--- src/rtl/serial_mag_cmp_ctrl_pkg.sv ---
// serial_mag_cmp_ctrl_pkg: state encodings and count-width helper for the serial comparator
package serial_mag_cmp_ctrl_pkg;
  typedef enum logic [1:0] {
    ST_IDLE    = 2'd0,
    ST_COMPARE = 2'd1,
    ST_DONE    = 2'd2
  } state_t;
  function automatic int cnt_width(input int w);
    return $clog2(w + 1);
  endfunction
endpackage

--- src/rtl/serial_mag_cmp_ctrl_if.sv ---
// serial_mag_cmp_ctrl_if: requester-side handshake, operands and registered results
interface serial_mag_cmp_ctrl_if
  import serial_mag_cmp_ctrl_pkg::*;
#(
  parameter int WIDTH = 8
);
  localparam int CNT_W = cnt_width(WIDTH);
  logic start;
  logic [WIDTH-1:0] a;
  logic [WIDTH-1:0] b;
  logic busy;
  logic done;
  logic gt;
  logic lt;
  logic eq;
  logic [CNT_W-1:0] nbits;
  modport master(output start, a, b, input busy, done, gt, lt, eq, nbits);
  modport slave(input start, a, b, output busy, done, gt, lt, eq, nbits);
endinterface

--- src/rtl/serial_mag_cmp_ctrl_mag_cmp_1b.sv ---
// mag_cmp_1b: combinational single-bit magnitude comparator cell
module mag_cmp_1b (
  input  logic a,
  input  logic b,
  output logic gt,
  output logic lt,
  output logic eq
);
  assign gt = a & ~b;
  assign lt = ~a & b;
  assign eq = ~(a ^ b);
endmodule

--- src/rtl/serial_mag_cmp_ctrl.sv ---
// serial_mag_cmp_ctrl: MSB-first bit-serial magnitude compare with early exit on first differing bit
module serial_mag_cmp_ctrl
  import serial_mag_cmp_ctrl_pkg::*;
#(
  parameter int WIDTH = 8
) (
  input logic clk,
  input logic rst,
  serial_mag_cmp_ctrl_if.slave bus
);
  localparam int CNT_W = cnt_width(WIDTH);
  state_t state, state_n;
  logic [WIDTH-1:0] a_r, b_r;
  logic [CNT_W-1:0] idx, cnt;
  logic bit_a, bit_b, c_gt, c_lt, c_eq, fin;
  assign bit_a = 1'(a_r >> idx);
  assign bit_b = 1'(b_r >> idx);
  mag_cmp_1b u_cell (.a(bit_a), .b(bit_b), .gt(c_gt), .lt(c_lt), .eq(c_eq));
  // a differing bit ends the walk early; bit 0 always ends it
  assign fin = c_gt | c_lt | (idx == '0);
  always_comb begin
    state_n = ST_IDLE;
    state_n = (state == ST_IDLE) ? (bus.start ? ST_COMPARE : ST_IDLE) :
              (state == ST_COMPARE) ? (fin ? ST_DONE : ST_COMPARE) : ST_IDLE;
  end
  always_ff @(posedge clk or posedge rst) begin
    if (rst) begin
      state <= ST_IDLE;
      a_r <= '0;
      b_r <= '0;
      idx <= CNT_W'(WIDTH - 1);
      cnt <= '0;
      bus.busy <= 1'b0;
      bus.done <= 1'b0;
      bus.gt <= 1'b0;
      bus.lt <= 1'b0;
      bus.eq <= 1'b0;
      bus.nbits <= '0;
    end else begin
      state <= state_n;
      bus.busy <= (state_n != ST_IDLE);
      bus.done <= (state_n == ST_DONE);
      if (state == ST_IDLE && bus.start) begin
        a_r <= bus.a;
        b_r <= bus.b;
        idx <= CNT_W'(WIDTH - 1);
        cnt <= '0;
      end
      if (state == ST_COMPARE) begin
        cnt <= cnt + CNT_W'(1);
        if (fin) begin
          bus.gt <= c_gt;
          bus.lt <= c_lt;
          bus.eq <= c_eq;
          bus.nbits <= cnt + CNT_W'(1);
        end else begin
          idx <= idx - CNT_W'(1);
        end
      end
    end
  end
endmodule

--- src/flat_wrapper.sv ---
// flat-port wrapper written by rule: the top's interface ports become plain ports
module serial_mag_cmp_ctrl_flat import serial_mag_cmp_ctrl_pkg::*;
#(
  parameter int WIDTH = 8
)
  (clk, rst, bus_start, bus_a, bus_b, bus_busy, bus_done, bus_gt, bus_lt, bus_eq, bus_nbits);
  serial_mag_cmp_ctrl_if #(.WIDTH(WIDTH)) bus_i ();
  input logic clk;
  input logic rst;
  input wire logic [$bits(bus_i.start)-1:0] bus_start;
  input wire logic [$bits(bus_i.a)-1:0] bus_a;
  input wire logic [$bits(bus_i.b)-1:0] bus_b;
  output wire logic [$bits(bus_i.busy)-1:0] bus_busy;
  output wire logic [$bits(bus_i.done)-1:0] bus_done;
  output wire logic [$bits(bus_i.gt)-1:0] bus_gt;
  output wire logic [$bits(bus_i.lt)-1:0] bus_lt;
  output wire logic [$bits(bus_i.eq)-1:0] bus_eq;
  output wire logic [$bits(bus_i.nbits)-1:0] bus_nbits;
  assign bus_i.start = bus_start;
  assign bus_i.a = bus_a;
  assign bus_i.b = bus_b;
  assign bus_busy = bus_i.busy;
  assign bus_done = bus_i.done;
  assign bus_gt = bus_i.gt;
  assign bus_lt = bus_i.lt;
  assign bus_eq = bus_i.eq;
  assign bus_nbits = bus_i.nbits;
  serial_mag_cmp_ctrl #(.WIDTH(WIDTH)) u_core (.clk(clk), .rst(rst), .bus(bus_i));
endmodule
--- config.mk ---
export PLATFORM = sky130hd
export DESIGN_NAME = serial_mag_cmp_ctrl_flat
export DESIGN_NICKNAME = d
export VERILOG_FILES = /design/src/rtl/serial_mag_cmp_ctrl_pkg.sv /design/src/rtl/serial_mag_cmp_ctrl_if.sv /design/src/rtl/serial_mag_cmp_ctrl_mag_cmp_1b.sv /design/src/rtl/serial_mag_cmp_ctrl.sv /design/src/flat_wrapper.sv
export SDC_FILE = /design/constraint.sdc
export NUM_CORES = 1
export LEC_CHECK = 0
export ABC_AREA = 1
export CAP_MARGIN = 20
export CORE_MARGIN = 2
export CORE_UTILIZATION = 25
export CTS_BUF_LIST = sky130_fd_sc_hd__clkbuf_8 sky130_fd_sc_hd__clkbuf_16
export DETAILED_ROUTE_END_ITERATION = 6
export HOLD_SLACK_MARGIN = 0.1
export SLEW_MARGIN = 40
export SYNTH_ARGS = -nofsm -noshare
export SYNTH_HDL_FRONTEND = slang
export SYNTH_HIERARCHICAL = 1
export SYNTH_SLANG_ARGS = --single-unit
--- constraint.sdc ---
create_clock -name clk -period 3.27 [get_ports clk]
set_input_delay 0.654 -clock clk [delete_from_list [all_inputs] [get_ports clk]]
set_output_delay 0.654 -clock clk [all_outputs]
set_load 0.03 [all_outputs]
==> impl_results.md <==
- Final Hold Viols: 0
- WS Path Type: reg -> reg
- Worst path required time: 3.45 ns
- CTS tree: yes
- Drt drc: 0
- Vias in the first global route: 1294
- Pwr dens: 942 nW/um^2
- Initial antenna violation count: 0
- First-pass GRT wire length: 5.85 mm
- Busiest grt layer: met2
- Hold buffer count at CTS: 0
- Mapped Area: 1650 um^2
- Global Route Usage Sum: 0.103
- Status: completed
- Clock root buffer: clkbuf_8
- Commonest cells in the netlist: nand2_1, dfrtp_1, inv_1
- Layout cells sized above 1: 0.0733
- Num CTS Buffers: 5
- Net Sw Power: 0.838 mW
- FP Rows: 29
- DP Area: 1990 um^2
- Logic gate share of total power: 0.473
- Syn Inst Count: 201
- Reg2Reg Setup Slack: 0.84 ns
- TritonCTS Sinks: 35
- 1st-iter DRT viols: 98
- Worst-path clk slew: 0.07 ns
- Total negative slack: 0 ns
- Sw frac: 0.430
- Max-slew headroom: 0.552
- Drt via density: 4.17
- Clk network pwr share: 0.153
- Total global routing overflow: 0
- Leak: 1.08 nW
- RSZ-0062 raised after global routing: false
- Worst Tran Pin Value: 0.670 ns
- EDFF count, synth: 0
- Mean Syn Cell Area: 8.19 um^2
- Sequential fraction of the synthesis area: 0.535
- Die area: 7250 um^2
- Setup Buffers After CTS: 0
- Sequential Power Share: 0.374
- Post-CTS sizing: 0
- Crit start category: register
- Ys async rst share: 1.00
- Final slew viol count: 0
- # nets final: 254
- Drt wl/cell: 10.9 um
- Hold Path Stages: 2
- P_int: 1.11 mW
- Die Ht: 85.1 um
- GR Util met1: 0.135
- Skew-Pair Late Insertion Delay: 0.29 ns
- Yosys top cell area share: 0.487
- Final setup violation count: 0
- # IOs: 28
- Synth Warn #: 6
- CP Capture Type: register
- Initial Util: 0.259
- Clock buffer depth: 2
- Max Cap Violations: 0
- M3 GR Usage: 0.0340
- FF+latch count, synth: 35
- TritonRoute pass-1 iters: 4
- Vias: 1289
- CP Data Arrival Time: 2.61 ns
- Top cells by area, synth: dfrtp_1, nand2_1, inv_1, a21oi_1, nor2_1
- Largest net degree at the start of global routing: 22
- Post-synth top area cell: dfrtp_1
- H-tree levels: 2
- Peak Freq: 411 MHz
- Crit path max fanout: 11
- GR Layer Usage met2: 0.157
- WL final: 3.35 mm
- Gpl congestion: 0.816
- Cell variety after synth: 20
- Port Buffer Count: 27
- Syn nets: 224
- Core ar.: 6350 um^2
- Fin crit period: 2.43 ns
- Max Clock Skew: 0.00914 ns
- Hpwl dp: 2.41 mm
- Inserted Diodes: 0
- Fin crit share: 0.745
- Post-route cell area: 2070 um^2
- Worst vdd ir: 0.245 mV
- Min-delay worst type: reg -> reg
- Die W: 85.1 um
- Most numerous cell in the Yosys netlist: nand2_1
- Number of routed nets with antenna violations: 0
- FF-to-FF path depth: 14
- Layout overhead on the synthesized area: 25.8%
- Main synth FF type: dfrtp_1
[per-layer routing]
layer,wire length (um),vias up,part of all wire
li1,-,673,-
met4,45,0,0.013
met2,1570,18,0.47
met1,1600,592,0.48
met5,0,-,0
met3,132,6,0.039
[worst max-delay path, stage by stage, from the launching register on]
cell and delay, ns:
dfstp_2 0.64, inv_1 0.21, nand2_1 0.12, nand3_1 0.07, nand3_1 0.09, nand2_1 0.05, nor2_1 0.19, inv_1 0.07
ha_1 0.21, nor2_1 0.19, nand2_1 0.11, nand2_2 0.18, inv_2 0.09, nand2_1 0.06, nand2_1 0.05
[final cells by class]
type / count / area [um^2]
Timing Repair Buffer: 29 / 285
Fill cell: 646 / 4280
Clock buffer: 5 / 68.8
Clock inverter: 3 / 12.5
Inverter: 31 / 116
Sequential cell: 35 / 880
Tap cell: 77 / 96.3
Multi-Input combinational cell: 129 / 611
[through the flow]
step	total power, mW	setup slack (ns)	hold slack (ns)	cells	utilization
finish	1.95	0.835	0.479	309	0.326
global route	2.14	0.527	0.505	309	0.326
CTS	1.98	0.814	0.485	309	0.326
detailed placement	1.67	0.854	0.466	301	0.313
global placement	1.65	0.892	0.464	301	0.313
floorplan	1.42	1.19	0.481	201	-
[kinds of logic (layout without fill, tap and decap cells)]
group | count (synthesis) | in the layout | synth area share
XOR/XNOR | 4 | 4 | 0.0213
AO/OA/AOI/OAI | 21 | 21 | 0.0639
adder cells (fa/ha/maj) | 4 | 4 | 0.0304
AND/OR/NAND/NOR | 100 | 100 | 0.256
buffers and inverters | 37 | 68 | 0.0943
flip-flops | 35 | 35 | 0.535
[flip-flops by register name (all words and copies together) (netlist names)]
register	count
u_core/a_r	8
u_core/bus.gt	1
u_core/state	2
u_core/bus.eq	1
u_core/b_r	8
u_core/bus.lt	1
u_core/bus.nbits	4
u_core/bus.busy	1
u_core/idx	4
u_core/cnt	4
u_core/bus.done	1
[layout by cell type (no fill, tap or decap), drive strengths merged]
cell type / count
dfrtp: 32
nand3: 18
xor2: 3
clkdlybuf4s50: 27
buf: 2
clkinv: 1
nand2: 58
a21oi: 18
dfstp: 3
inv: 33
clkbuf: 5
ha: 4
nor2: 24
o21ai: 3
xnor2: 1
[final timing paths]
check	to	start
setup / recovery	u_core/bus.nbits[3]$_DFFE_PP0P_	u_core/idx[0]$_DFF_PP1_
hold / removal	u_core/bus.lt$_DFFE_PP0P_	u_core/bus.lt$_DFFE_PP0P_
setup reg to reg	u_core/bus.nbits[3]$_DFFE_PP0P_	u_core/idx[0]$_DFF_PP1_
min in group asynchronous	u_core/b_r[0]$_DFFE_PP0P_	rst
hold reg to reg	u_core/bus.lt$_DFFE_PP0P_	u_core/bus.lt$_DFFE_PP0P_
max in group asynchronous	u_core/idx[2]$_DFF_PP1_	rst
[power groups by stage]
stage                     sequential (mW)  clock [mW]  combinational (mW)
final                               0.729       0.298               0.922
after global placement              0.732           0               0.919
after detailed placement            0.740           0               0.931
after CTS                           0.733       0.311               0.938
after floorplan                     0.794           0               0.627
after global routing                0.754       0.329                1.06
Power figures use the tool's default switching activity.
